### config.mk
export PLATFORM = sky130hd
export DESIGN_NAME = sram_port_arbiter
export DESIGN_NICKNAME = d
export VERILOG_FILES = /design/src/rtl/sram_port_arbiter_pkg.sv /design/src/rtl/sram_port_arbiter_owner_fifo.sv /design/src/rtl/sram_port_arbiter.sv
export SDC_FILE = /design/constraint.sdc
export NUM_CORES = 1
export LEC_CHECK = 0
export CAP_MARGIN = 20
export CORE_AREA = 2 2 109 111
export CTS_BUF_LIST = sky130_fd_sc_hd__clkbuf_8
export DETAILED_ROUTE_END_ITERATION = 10
export DIE_AREA = 0 0 111 113
export HOLD_SLACK_MARGIN = 0.03
export SLEW_MARGIN = 20
export SYNTH_ARGS = -nofsm -noshare
export SYNTH_HDL_FRONTEND = slang
export SYNTH_SLANG_ARGS = --single-unit
### constraint.sdc
create_clock -name clk -period 3.45 [get_ports clk]
set_input_delay 0.345 -clock clk [delete_from_list [all_inputs] [get_ports clk]]
set_output_delay 0.345 -clock clk [all_outputs]
set_load 0.01 [all_outputs]
### src/rtl/sram_port_arbiter_pkg.sv
// Shared types for the SRAM port arbiter: owner encoding and default depth.
// The ARB_RR_EN macro selects round-robin arbitration in sram_port_arbiter.
package sram_port_arbiter_pkg;

    typedef enum logic {
        OWN_INST = 1'b0,
        OWN_DATA = 1'b1
    } owner_e;

    localparam int DEPTH_DEFAULT = 4;

endpackage

### src/rtl/sram_port_arbiter_owner_fifo.sv
// In-order FIFO of granted owner IDs; head identifies who receives the next response.
// DEPTH must be a power of two so the pointers wrap naturally.
module owner_fifo
    import sram_port_arbiter_pkg::*;
#(
    parameter int DEPTH = DEPTH_DEFAULT
) (
    input  logic                   clk,
    input  logic                   reset,
    input  logic                   push,
    input  logic                   pop,
    input  owner_e                 din,
    output owner_e                 dout,
    output logic [$clog2(DEPTH):0] count,
    output logic                   full,
    output logic                   empty
);

    localparam int PW = $clog2(DEPTH);

    owner_e              mem_q [DEPTH];
    logic [PW-1:0]       wr_ptr_q;
    logic [PW-1:0]       rd_ptr_q;
    logic [$clog2(DEPTH):0] count_q;
    logic                do_push_s;
    logic                do_pop_s;

    assign full      = (count_q == DEPTH[$clog2(DEPTH):0]);
    assign empty     = (count_q == '0);
    assign count     = count_q;
    assign dout      = mem_q[rd_ptr_q];
    assign do_pop_s  = pop & ~empty;
    assign do_push_s = push & (~full | do_pop_s);

    // Pointer, count and storage update; push and pop in one cycle leave count unchanged.
    always_ff @(posedge clk) begin
        if (reset) begin
            wr_ptr_q <= '0;
            rd_ptr_q <= '0;
            count_q  <= '0;
        end else begin
            if (do_push_s) begin
                mem_q[wr_ptr_q] <= din;
                wr_ptr_q        <= wr_ptr_q + {{(PW-1){1'b0}}, 1'b1};
            end
            if (do_pop_s) begin
                rd_ptr_q <= rd_ptr_q + {{(PW-1){1'b0}}, 1'b1};
            end
            if (do_push_s && !do_pop_s) begin
                count_q <= count_q + {{PW{1'b0}}, 1'b1};
            end else if (do_pop_s && !do_push_s) begin
                count_q <= count_q - {{PW{1'b0}}, 1'b1};
            end else begin
                count_q <= count_q;
            end
        end
    end

endmodule

### src/rtl/sram_port_arbiter.sv
// Arbitrates instruction and data SRAM-like ports onto one shared port.
// Define ARB_RR_EN for round-robin contention handling; default is data-first.
module sram_port_arbiter
    import sram_port_arbiter_pkg::*;
#(
    parameter int DEPTH = DEPTH_DEFAULT
) (
    input  logic        clk,
    input  logic        reset,
    input  logic        inst_req,
    input  logic [1:0]  inst_size,
    input  logic [31:0] inst_addr,
    output logic        inst_addr_ok,
    output logic        inst_data_ok,
    output logic [31:0] inst_rdata,
    input  logic        data_req,
    input  logic        data_wr,
    input  logic [1:0]  data_size,
    input  logic [3:0]  data_wstrb,
    input  logic [31:0] data_addr,
    input  logic [31:0] data_wdata,
    output logic        data_addr_ok,
    output logic        data_data_ok,
    output logic [31:0] data_rdata,
    output logic        down_req,
    output logic        down_wr,
    output logic [1:0]  down_size,
    output logic [3:0]  down_wstrb,
    output logic [31:0] down_addr,
    output logic [31:0] down_wdata,
    input  logic        down_addr_ok,
    input  logic        down_data_ok,
    input  logic [31:0] down_rdata,
    output logic        arb_err
);

    logic                   lock_q, lock_d;
    owner_e                 lock_owner_q, lock_owner_d;
    logic                   arb_err_q, arb_err_d;
    owner_e                 pick_s;
    owner_e                 owner_s;
    logic                   grant_s;
    logic                   accept_s;
    logic                   pop_s;
    owner_e                 fifo_dout_s;
    logic [$clog2(DEPTH):0] fifo_count_s;
    logic                   fifo_full_s;
    logic                   fifo_empty_s;
`ifdef ARB_RR_EN
    owner_e                 last_grant_q, last_grant_d;
`endif

    // Priority policy between two simultaneous requesters.
    always_comb begin
        pick_s = OWN_INST;
`ifdef ARB_RR_EN
        if (inst_req && data_req) begin
            pick_s = (last_grant_q == OWN_DATA) ? OWN_INST : OWN_DATA;
        end else if (data_req) begin
            pick_s = OWN_DATA;
        end else begin
            pick_s = OWN_INST;
        end
`else
        if (data_req) begin
            pick_s = OWN_DATA;
        end else begin
            pick_s = OWN_INST;
        end
`endif
    end

    // Grant selection and shared request mux; a held lock pins the owner.
    always_comb begin
        owner_s    = OWN_INST;
        grant_s    = 1'b0;
        if (reset) begin
            grant_s = 1'b0;
        end else if (lock_q) begin
            owner_s = lock_owner_q;
            grant_s = 1'b1;
        end else if (!fifo_full_s && (inst_req || data_req)) begin
            owner_s = pick_s;
            grant_s = 1'b1;
        end else begin
            grant_s = 1'b0;
        end
        down_req   = 1'b0;
        down_wr    = 1'b0;
        down_size  = 2'b00;
        down_wstrb = 4'h0;
        down_addr  = 32'h0000_0000;
        down_wdata = 32'h0000_0000;
        if (owner_s == OWN_DATA) begin
            down_req   = grant_s & data_req;
            down_wr    = data_wr;
            down_size  = data_size;
            down_wstrb = data_wstrb;
            down_addr  = data_addr;
            down_wdata = data_wdata;
        end else begin
            down_req   = grant_s & inst_req;
            down_size  = inst_size;
            down_addr  = inst_addr;
        end
    end

    assign accept_s     = down_req & down_addr_ok;
    assign inst_addr_ok = accept_s & (owner_s == OWN_INST);
    assign data_addr_ok = accept_s & (owner_s == OWN_DATA);
    assign pop_s        = ~reset & down_data_ok & ~fifo_empty_s;
    assign inst_data_ok = pop_s & (fifo_dout_s == OWN_INST);
    assign data_data_ok = pop_s & (fifo_dout_s == OWN_DATA);
    assign inst_rdata   = down_rdata;
    assign data_rdata   = down_rdata;
    assign arb_err      = arb_err_q;

    // Next-state for lock, round-robin history and the sticky error flag.
    always_comb begin
        lock_d       = lock_q;
        lock_owner_d = lock_owner_q;
        if (down_req && !down_addr_ok) begin
            lock_d       = 1'b1;
            lock_owner_d = owner_s;
        end else if (down_addr_ok) begin
            lock_d       = 1'b0;
        end else begin
            lock_d       = lock_q;
        end
        arb_err_d = arb_err_q | (down_data_ok & fifo_empty_s);
`ifdef ARB_RR_EN
        if (accept_s) begin
            last_grant_d = owner_s;
        end else begin
            last_grant_d = last_grant_q;
        end
`endif
    end

    // Arbiter state registers.
    always_ff @(posedge clk) begin
        if (reset) begin
            lock_q       <= 1'b0;
            lock_owner_q <= OWN_INST;
            arb_err_q    <= 1'b0;
`ifdef ARB_RR_EN
            last_grant_q <= OWN_INST;
`endif
        end else begin
            lock_q       <= lock_d;
            lock_owner_q <= lock_owner_d;
            arb_err_q    <= arb_err_d;
`ifdef ARB_RR_EN
            last_grant_q <= last_grant_d;
`endif
        end
    end

    owner_fifo #(.DEPTH(DEPTH)) u_owner_fifo (
        .clk   (clk),
        .reset (reset),
        .push  (accept_s),
        .pop   (pop_s),
        .din   (owner_s),
        .dout  (fifo_dout_s),
        .count (fifo_count_s),
        .full  (fifo_full_s),
        .empty (fifo_empty_s)
    );

endmodule

==> summary.txt <==
Run status
  • Status: finished clean

Clock network
  • Clk root buf: clkbuf_8
  • Postcts setup bufs: 0
  • # resized after CTS: 0
  • Htree depth: 1
  • Maximum clock path buffer count: 2
  • Total CTS buffers: 3
  • CTS hold repair buffers: 0
  • Clk sink count: 16
  • Worst skew pair latency: 0.25 ns
  • CTS tree: done
  • Clk slew on worst S/H paths: 0.06 ns

Timing
  • Setup-failing EPs final: 0
  • Final min period: 2.79 ns
  • Setup TNS: 0 ns
  • Pins Over Slew Limit: 0
  • Final Skew: 0.000721 ns
  • Worst Max-Slew Pin Slew: 0.762 ns
  • Worst relative slew slack: 0.485
  • RSZ-0062 raised after global routing: false
  • Final Hold Fails: 0
  • Final Cycle Share: 0.809
  • Fmax: 358 MHz

Final layout
  • Share of cells above drive strength 1: 0.128
  • Synthesis-to-finish area growth: 81.5%
  • NumNets Final: 494
  • # fillers: 1,158
  • Utilization after layout: 0.318
  • Area of the multi-input gates: 1070 sq um
  • FF/Latch Area: 360 sq um
  • Ant diodes: 0
  • Final instance area: 3590 sq um

Yosys
  • Synthesized flop and latch total: 16
  • Top post-synthesis cells by area: buf_4, mux2_2, dfxtp_1
  • Average size of a mapped cell: 8.87 sq um
  • Synth top area share: 0.243
  • YS warnings: 0
  • Cells after Synth: 223
  • Area leader, netlist: buf_4
  • Compound-Gate Fraction of Synth Area: 0.0430
  • Ys flop type: dfxtp_1
  • Synth Area in Adders: 0.0418
  • Sequential area share after synthesis: 0.182
  • XOR/XNOR Fraction of Synth Area: 0.0177
  • Cell area after synthesis: 1980 sq um
  • Multiplexer share of the synthesized area: 0.232
  • Simple-gate portion of the synthesized area: 0.204
  • Number of flops mapped to enable cells by yosys: 4
  • Ys async rst share: 0
  • Largest family of logic cells by synthesized area: buffers and inverters
  • Netlist cell types: 35
  • Post-synth net total: 372

Critical path
  • Critical R2R Launch: lock_owner_q
  • Worst Reg-to-Reg Cells: 10
  • Critical path type: register to output port
  • Worst reg2reg path endpoint: u_owner_fifo.count[2]
  • Reg2Reg Setup Slack: 1.02 ns
  • Setup crit end: down_addr[31]
  • Critical path arrival: 2.45 ns
  • Critical Path RT: 3.11 ns
  • Worst setup SP type: register
  • Setup crit end kind: output port
  • Critical path fanouts, max: 35
  • Crit. Startpoint: u_owner_fifo.count[0]

Global routing
  • Number of global-route vias before repair: 1,937
  • Largest net degree at the start of global routing: 44
  • Antenna violations before repair: 0
  • Grt ovf: 0
  • Total GRT Usage: 0.102
  • First-pass GRT wire length: 10,400 um

Drt
  • DR vias: 1,910
  • Routed WL per cell: 14.7 um
  • Pre-Repair DR Iteration Count: 4
  • Routed WL: 7140 um
  • Initial DRC count: 59
  • Antenna Nets Post-Route: 0
  • # DRC: 0
  • DR vias/cell: 3.92

Power and ir drop
  • Lkg Pwr: 1.35 nW
  • P_sw: 0.300 mW
  • Clock network fraction of total power: 0.146
  • Pwr Total: 0.967 mW
  • Internal power: 0.666 mW
  • Sw Ratio: 0.311
  • Part of the power in registers: 0.255
  • Peak VDD IR: 204 uV
  • Pwr Density: 269 nW/um^2
  • Combinational share of power: 0.599

Floorplanning
  • Core area: 11,300 sq um
  • Row cnt: 39
  • I/O pins: 284
  • DIE WIDTH: 111 um
  • Initial Util: 0.175
  • Die Span Y: 113 um
  • Die area: 12,500 sq um

Hold path
  • Hold WC Path Type: register to register

Place
  • # port buffers: 187
  • Dpl cell area: 3540 sq um
  • Post-DP HPWL: 6220 um
  • Gpl congestion: 0.792

Flow run
  • MaxCap Viol Count: 0
cell usage after synthesis, drive strengths merged, types with 2 or more instances:
library cell,count
nor3,3
nand2b,2
and2,38
xor2,4
or3,2
ha,5
edfxtp,4
clkbuf,6
nand2,3
a21oi,5
o21ai,2
a211oi,2
mux2i,2
nand3,3
nor2,8
mux2,34
and3,5
dfxtp,12
buf,68
inv,4
worst max-delay path, cell delays in order (launching register included):
cell and delay (ns):
dfxtp_1 0.46, or3b_1 0.20, nand3b_1 0.14, a21oi_4 0.21, buf_4 0.30, mux2_2 0.37
clkdlybuf4s50_1 0.49
through the flow:
step	hold WS, ns	setup slack [ns]	std cells
after floorplan	0.422	1.05	223
after global placement	0.478	0.585	483
after detailed placement	0.473	0.519	483
after CTS	0.488	0.625	487
after global routing	0.529	0.529	487
final	0.482	0.660	487
final cells by class:
type                       count  share of cell area
clock buffer                   3              0.0115
clock inverter                 1             0.00105
inverter                       4             0.00419
multi-input combinational    129               0.299
sequential                    16               0.100
tap                          143              0.0499
timing repair buffer         191               0.534
metal layers:
layer,routed length [um],share of wire,vias up,track usage
met2,4020,0.56,131,0.209
met1,2460,0.34,852,0.105
met5,0,0,-,0
met3,599,0.084,8,0.0279
met4,63,0.0088,0,0.0167
li1,-,-,919,-
power by group through the flow:
stage / Sequential [mW] / Clock [mW] / Combinational [mW]
3_5_place_dp: 0.250 / 0 / 0.584
4_1_cts: 0.246 / 0.146 / 0.588
6_report: 0.247 / 0.141 / 0.579
2_1_floorplan: 0.244 / 0 / 0.337
5_1_grt: 0.250 / 0.153 / 0.623
3_3_place_gp: 0.249 / 0 / 0.579
how the worst min path moves through the flow:
stage                            start  endpoint  slack (ns)  depth (start not counted)
after floorplan           down_addr_ok    lock_q        0.42                          1
after global placement         arb_err   arb_err        0.48                          2
after detailed placement       arb_err   arb_err        0.47                          2
after CTS                      arb_err   arb_err        0.49                          2
after global routing           arb_err   arb_err        0.53                          2
final                          arb_err   arb_err        0.48                          2
cells in the final DEF (no fill, tap or decap), types with 5 or more instances in the layout:
cell / instances
mux2_4: 9
and2_1: 38
nor2_1: 8
dfxtp_1: 12
ha_1: 5
and3_1: 5
mux2_2: 25
clkdlybuf4s50_1: 187
cells by family after synthesis:
family / Yosys count
compound gates: 13
xor+xnor: 4
fa+ha+maj: 6
buf+inv: 78
flops: 16
mux: 37
simple gates: 69
(Power assumes the default switching activity.)
